## src/rtl/pong_game_ctrl_if.sv

```systemverilog
// pong_game_ctrl_if: ball/paddle geometry in, animator control and game status out
interface pong_game_ctrl_if;
  logic        i_ani_stb;
  logic        i_start;
  logic [11:0] i_ball_x1;
  logic [11:0] i_ball_x2;
  logic [11:0] i_ball_y1;
  logic [11:0] i_ball_y2;
  logic [11:0] i_pad_x1;
  logic [11:0] i_pad_x2;
  logic        o_animate;
  logic        o_ball_rst;
  logic        o_bounce;
  logic [15:0] o_score;
  logic [2:0]  o_lives;
  logic [2:0]  o_state;
  logic        o_game_over;
  modport master (
    output i_ani_stb, i_start, i_ball_x1, i_ball_x2, i_ball_y1, i_ball_y2, i_pad_x1, i_pad_x2,
    input  o_animate, o_ball_rst, o_bounce, o_score, o_lives, o_state, o_game_over
  );
  modport slave (
    input  i_ani_stb, i_start, i_ball_x1, i_ball_x2, i_ball_y1, i_ball_y2, i_pad_x1, i_pad_x2,
    output o_animate, o_ball_rst, o_bounce, o_score, o_lives, o_state, o_game_over
  );
endinterface

```

## src/rtl/pong_game_ctrl.sv

```systemverilog
// pong_game_ctrl: serve/play/miss game FSM with paddle-hit detection, BCD score and lives
module pong_game_ctrl #(
  parameter int D_HEIGHT     = 480,
  parameter int PADDLE_Y     = 460,
  parameter int HIT_TOL      = 4,
  parameter int LIVES        = 3,
  parameter int SERVE_FRAMES = 60
) (
  input logic              i_clk,
  input logic              i_rst,
  pong_game_ctrl_if.slave  bus
);
  localparam int CW = $clog2(SERVE_FRAMES + 1);
  localparam logic [11:0] PY = 12'(PADDLE_Y);
  localparam logic [11:0] PT = 12'(PADDLE_Y + HIT_TOL);
  localparam logic [11:0] MY = 12'(D_HEIGHT - 1);
  localparam logic [2:0] LV = 3'(LIVES);
  localparam logic [CW-1:0] SL = CW'(SERVE_FRAMES - 1);
  typedef enum logic [2:0] {IDLE = 3'd0, SERVE = 3'd1, PLAY = 3'd2, MISS = 3'd3, OVER = 3'd4} state_t;
  state_t state, state_n;
  logic [CW-1:0] cnt, cnt_n;
  logic hit_lock, lock_n, start_q, bounce, bounce_n, animate, ball_rst, game_over;
  logic [15:0] score, score_n;
  logic [2:0] lives, lives_n;
  logic start_edge, overlap, hit, unused;
  function automatic logic [15:0] bcd_inc(input logic [15:0] s);
    logic [15:0] r;
    logic c;
    r = s;
    c = 1'b1;
    for (int k = 0; k < 4; k++) begin
      if (c) begin
        c = (s[4*k +: 4] == 4'd9);
        r[4*k +: 4] = c ? 4'd0 : s[4*k +: 4] + 4'd1;
      end
    end
    return (s == 16'h9999) ? s : r;
  endfunction
  assign unused = ^bus.i_ball_y1;
  assign start_edge = bus.i_start & ~start_q;
  assign overlap = (bus.i_ball_x2 >= bus.i_pad_x1) && (bus.i_ball_x1 <= bus.i_pad_x2);
  assign hit = !hit_lock && overlap && bus.i_ball_y2 >= PY && bus.i_ball_y2 <= PT;
  always_comb begin
    state_n = state;
    cnt_n = cnt;
    lock_n = hit_lock;
    score_n = score;
    lives_n = lives;
    bounce_n = 1'b0;
    case (state)
      IDLE, OVER: if (start_edge) begin
        state_n = SERVE;
        score_n = '0;
        lives_n = LV;
        cnt_n = '0;
      end
      SERVE: if (bus.i_ani_stb) begin
        cnt_n = (cnt == SL) ? '0 : cnt + 1'b1;
        state_n = (cnt == SL) ? PLAY : SERVE;
        lock_n = (cnt == SL) ? 1'b0 : hit_lock;
      end
      PLAY: if (bus.i_ani_stb) begin
        bounce_n = hit;
        score_n = hit ? bcd_inc(score) : score;
        lock_n = hit ? 1'b1 : (bus.i_ball_y2 < PY) ? 1'b0 : hit_lock;
        state_n = (bus.i_ball_y2 >= MY) ? MISS : PLAY;
        lives_n = (bus.i_ball_y2 >= MY) ? lives - 3'd1 : lives;
      end
      MISS: begin
        state_n = (lives == 3'd0) ? OVER : SERVE;
        cnt_n = '0;
      end
      default: state_n = IDLE;
    endcase
  end
  // control outputs follow the state being entered so they line up with o_state
  always_ff @(posedge i_clk) begin
    if (i_rst) begin
      state <= IDLE;
      cnt <= '0;
      hit_lock <= 1'b0;
      start_q <= 1'b0;
      score <= '0;
      lives <= LV;
      bounce <= 1'b0;
      animate <= 1'b0;
      ball_rst <= 1'b1;
      game_over <= 1'b0;
    end else begin
      state <= state_n;
      cnt <= cnt_n;
      hit_lock <= lock_n;
      start_q <= bus.i_start;
      score <= score_n;
      lives <= lives_n;
      bounce <= bounce_n;
      animate <= (state_n == PLAY);
      ball_rst <= (state_n != PLAY);
      game_over <= (state_n == OVER);
    end
  end
  assign bus.o_animate = animate;
  assign bus.o_ball_rst = ball_rst;
  assign bus.o_bounce = bounce;
  assign bus.o_score = score;
  assign bus.o_lives = lives;
  assign bus.o_state = state;
  assign bus.o_game_over = game_over;
endmodule

```

## src/flat_wrapper.sv

```systemverilog
// flat-port wrapper written by rule: the top's interface ports become plain ports
module pong_game_ctrl_flat 
#(
  parameter int D_HEIGHT     = 480,
  parameter int PADDLE_Y     = 460,
  parameter int HIT_TOL      = 4,
  parameter int LIVES        = 3,
  parameter int SERVE_FRAMES = 60
)
  (i_clk, i_rst, bus_i_ani_stb, bus_i_start, bus_i_ball_x1, bus_i_ball_x2, bus_i_ball_y1, bus_i_ball_y2, bus_i_pad_x1, bus_i_pad_x2, bus_o_animate, bus_o_ball_rst, bus_o_bounce, bus_o_score, bus_o_lives, bus_o_state, bus_o_game_over);
  pong_game_ctrl_if bus_i ();
  input logic i_clk;
  input logic i_rst;
  input wire logic [$bits(bus_i.i_ani_stb)-1:0] bus_i_ani_stb;
  input wire logic [$bits(bus_i.i_start)-1:0] bus_i_start;
  input wire logic [$bits(bus_i.i_ball_x1)-1:0] bus_i_ball_x1;
  input wire logic [$bits(bus_i.i_ball_x2)-1:0] bus_i_ball_x2;
  input wire logic [$bits(bus_i.i_ball_y1)-1:0] bus_i_ball_y1;
  input wire logic [$bits(bus_i.i_ball_y2)-1:0] bus_i_ball_y2;
  input wire logic [$bits(bus_i.i_pad_x1)-1:0] bus_i_pad_x1;
  input wire logic [$bits(bus_i.i_pad_x2)-1:0] bus_i_pad_x2;
  output wire logic [$bits(bus_i.o_animate)-1:0] bus_o_animate;
  output wire logic [$bits(bus_i.o_ball_rst)-1:0] bus_o_ball_rst;
  output wire logic [$bits(bus_i.o_bounce)-1:0] bus_o_bounce;
  output wire logic [$bits(bus_i.o_score)-1:0] bus_o_score;
  output wire logic [$bits(bus_i.o_lives)-1:0] bus_o_lives;
  output wire logic [$bits(bus_i.o_state)-1:0] bus_o_state;
  output wire logic [$bits(bus_i.o_game_over)-1:0] bus_o_game_over;
  assign bus_i.i_ani_stb = bus_i_ani_stb;
  assign bus_i.i_start = bus_i_start;
  assign bus_i.i_ball_x1 = bus_i_ball_x1;
  assign bus_i.i_ball_x2 = bus_i_ball_x2;
  assign bus_i.i_ball_y1 = bus_i_ball_y1;
  assign bus_i.i_ball_y2 = bus_i_ball_y2;
  assign bus_i.i_pad_x1 = bus_i_pad_x1;
  assign bus_i.i_pad_x2 = bus_i_pad_x2;
  assign bus_o_animate = bus_i.o_animate;
  assign bus_o_ball_rst = bus_i.o_ball_rst;
  assign bus_o_bounce = bus_i.o_bounce;
  assign bus_o_score = bus_i.o_score;
  assign bus_o_lives = bus_i.o_lives;
  assign bus_o_state = bus_i.o_state;
  assign bus_o_game_over = bus_i.o_game_over;
  pong_game_ctrl #(.D_HEIGHT(D_HEIGHT), .PADDLE_Y(PADDLE_Y), .HIT_TOL(HIT_TOL), .LIVES(LIVES), .SERVE_FRAMES(SERVE_FRAMES)) u_core (.i_clk(i_clk), .i_rst(i_rst), .bus(bus_i));
endmodule
```

## config.mk

```make
export PLATFORM = sky130hd
export DESIGN_NAME = pong_game_ctrl_flat
export DESIGN_NICKNAME = d
export VERILOG_FILES = /design/src/rtl/pong_game_ctrl_if.sv /design/src/rtl/pong_game_ctrl.sv /design/src/flat_wrapper.sv
export SDC_FILE = /design/constraint.sdc
export NUM_CORES = 1
export LEC_CHECK = 0
export CAP_MARGIN = 20
export CELL_PAD_IN_SITES_DETAIL_PLACEMENT = 1
export CELL_PAD_IN_SITES_GLOBAL_PLACEMENT = 1
export CORE_ASPECT_RATIO = 2
export CORE_MARGIN = 2
export CORE_UTILIZATION = 34
export CTS_BUF_LIST = sky130_fd_sc_hd__clkbuf_4
export DETAILED_ROUTE_END_ITERATION = 10
export PLACE_DENSITY_LB_ADDON = 0.1
export SLEW_MARGIN = 20
export SYNTH_ARGS = -nofsm -noshare
export SYNTH_HDL_FRONTEND = slang
export SYNTH_SLANG_ARGS = --single-unit
```

## constraint.sdc

```tcl
create_clock -name i_clk -period 4.6 [get_ports i_clk]
set_input_delay 0.92 -clock i_clk [delete_from_list [all_inputs] [get_ports i_clk]]
set_output_delay 0.92 -clock i_clk [all_outputs]
set_load 0.03 [all_outputs]
```

==> results.ini <==
[final_layout]
drive_gt1_share_pct = 4.11
final_area_sq_um = 3560
stdcell_count = 507
areaGrowthSynthToFinish_pct = 40.7
nNetsFinal = 525

[timing]
finalSetupViolations = 0
min_period_ps = 3650
tightestPinTransition_ps = 623
timing.final.ws_setup_ps = 947
hold_violations = 0
clock_skew_ps = 7.15
period_share_pct = 79.4
relSlewSlack_pct = 58.0
slew_viol_final = 0
fmax_ghz = 0.274
setup_tns_ps = 0
rsz0062_at_grt = no

[synth]
synth-simple-area-share_pct = 26.8
syn_inst = 326
synth_ff_type = dfxtp_1
async_reset_ff_share_pct = 0
synth_mux_area_share_pct = 0.840
synth-seq-area-share_pct = 26.9
syn_area_sq_um = 2530
yosysWarnings = 0
ys_seq_elements = 34
synth-xor-area-share_pct = 1.38
mappedNetlistNets = 437
syn_avg_cell_area_sq_um = 7.76
synth_top_family_by_area = simple AND/OR/NAND/NOR gates
synthAdderAreaFrac_pct = 17.3
synth_compound_area_share_pct = 19.9
synth_edf_count = 0
yosysUniqueCellTypes = 53

[clock_network]
post_cts_buffers = 0
insertion_delay_ps = 360
clkTransAtPathRegs_ps = 100
cts_buffer_depth = 2
cts.hold.buffers_added = 0
cts_tree = built
cts-root-buf = clkbuf_4
cts_max_level = 2
clock-sinks = 34
cts_buffers = 5
cts_resized = 0

[placement]
place_area_sq_um = 3510
pre_cts_ws_ps = 576
place_hpwl_mm = 6.39
place.gp.congestion = 0.793
place_inst = 499
numPortBuffers = 89

[critical_path]
critical_path_arrival_ps = 3940
end_kind = register
cp.required_ps = 4890
crit_fanout = 8
worstSetupPathType = in2reg
start_kind = primary input

[drt]
drt_iter0_drc = 91
via_count = 2732
wirelength_mm = 7.62
vias_per_cell = 5.39
drc = 0
dr.pass1.iters = 4
wl_per_cell_microns = 15.0
final_antenna_net_count = 0

[floorplanning]
core_area_sq_um = 7210
start_util_pct = 35.1
die_h_microns = 126
io_pins = 102
die-area_sq_um = 8190
rows = 44
die_w_microns = 65.0

[grt]
antenna_found_initial = 1
grt_pass1_vias = 2942
grt_overflow = 0
track_usage_pct = 20.0
grt_pass1_wl_mm = 12.8
grt_max_degree = 29

[power]
leakagePower_nw = 1.46
irDropWorstVdd_mv = 0.102
cellPowerDensity_nw_per_um2 = 173

[run]
max_cap_viol_count = 0

[status]
outcome = finished, final reports clean

[hold_path]
hold_class = reg2reg

path summary, 6_finish.rpt:
check	from	slack, ps	end	cells after the start
hold reg to reg	u_core.cnt[5]	500	u_core.cnt[5]	2
setup / recovery	bus_i_pad_x2[5]	950	u_core.bus.o_score[6]	10
hold / removal	u_core.cnt[5]	500	u_core.cnt[5]	2
setup reg to reg	u_core.bus.o_state[1]	1850	u_core.bus.o_score[6]	6
worst max-delay path: stages:
cell and delay, ps:
clkdlybuf4s50_1 450, inv_1 40, ha_1 310, a211oi_2 230
nor2_1 90, or4_4 520, o21ba_4 220, or3_1 490
or4_1 540, a21oi_1 140
metrics by stage:
step | utilization (%) | power, mW | hold WS, ps
final | 49.4 | 0.616 | 495
after global routing | 49.4 | 0.653 | 532
after CTS | 49.4 | 0.627 | 503
after detailed placement | 48.7 | 0.465 | 488
after global placement | 48.7 | 0.461 | 468
after floorplan | - | 0.385 | 455
sequential cells by signal, summed over array words and instances, names as in the netlist:
register and flops:
u_core.bus.o_animate 1, u_core.bus.o_ball_rst 1, u_core.bus.o_bounce 1, u_core.bus.o_game_over 1, u_core.bus.o_lives 3, u_core.bus.o_score 16, u_core.bus.o_state 3, u_core.cnt 6
u_core.hit_lock 1, u_core.start_q 1
final cells by class:
cell class	instances	area, sq um
fillers	905	3650
multi-input cells	246	1680
repair buffers	91	906
flip-flops and latches	34	681
inverters	36	135
well taps	92	115
clock buffers	5	37.5
clock inverters	2	10.0
diodes	1	2.50
metal layers:
metal	global-route usage, %	vias to the layer above	routed length [microns]
met5	0	-	0
met4	9.07	0	199
met3	3.39	10	269
met2	41.1	61	4630
met1	17.6	1311	2520
li1	-	1350	-
power breakdown:
part	internal (mW)	switching, mW	total (mW)
clock	0.0549	0.106	0.161
combinational	0.0874	0.0685	0.156
sequential	0.297	0.00299	0.300
total	0.439	0.177	0.616
cell families after synthesis:
family,after synthesis
AO/OA/AOI/OAI,75
XOR/XNOR,4
adder cells (fa/ha/maj),35
buffers and inverters,46
flip-flops,34
multiplexers,2
AND/OR/NAND/NOR,130
placed cells by master, fill, tap and decap left out, drive strengths merged, types with 2 or more instances in the layout:
cell,synthesis,layout
clkdlybuf4s50,0,89
inv,36,36
ha,35,35
dfxtp,34,34
nand2,29,29
nor2,28,28
a21oi,19,19
o21ai,16,16
nand3,11,11
nor3,9,9
nand4,8,8
a31oi,7,7
or3,7,7
o211ai,6,6
nand2b,6,6
or4,6,6
nor2b,5,5
clkbuf,8,5
nand3b,4,4
nor4b,4,4
and3,4,4
a211oi,4,4
nor4,3,3
xor2,3,3
nor3b,2,2
a31o,2,2
a21o,2,2
o21bai,2,2
a32o,2,2
and2,2,2
clkinv,0,2
buf,2,2
Yosys cell counts, types with 7 or more instances:
cell type	instances	area, sq um
nor3_1	9	45.0
dfxtp_1	34	681
a21oi_1	19	95.1
ha_1	35	438
nand3_1	11	55.1
a31oi_1	7	43.8
clkbuf_1	8	30.0
nand2_1	29	109
inv_1	36	135
nand4_1	8	50.1
nor2_1	28	105
o21ai_0	16	80.1
Note: power is estimated with default switching activity, not from simulation.
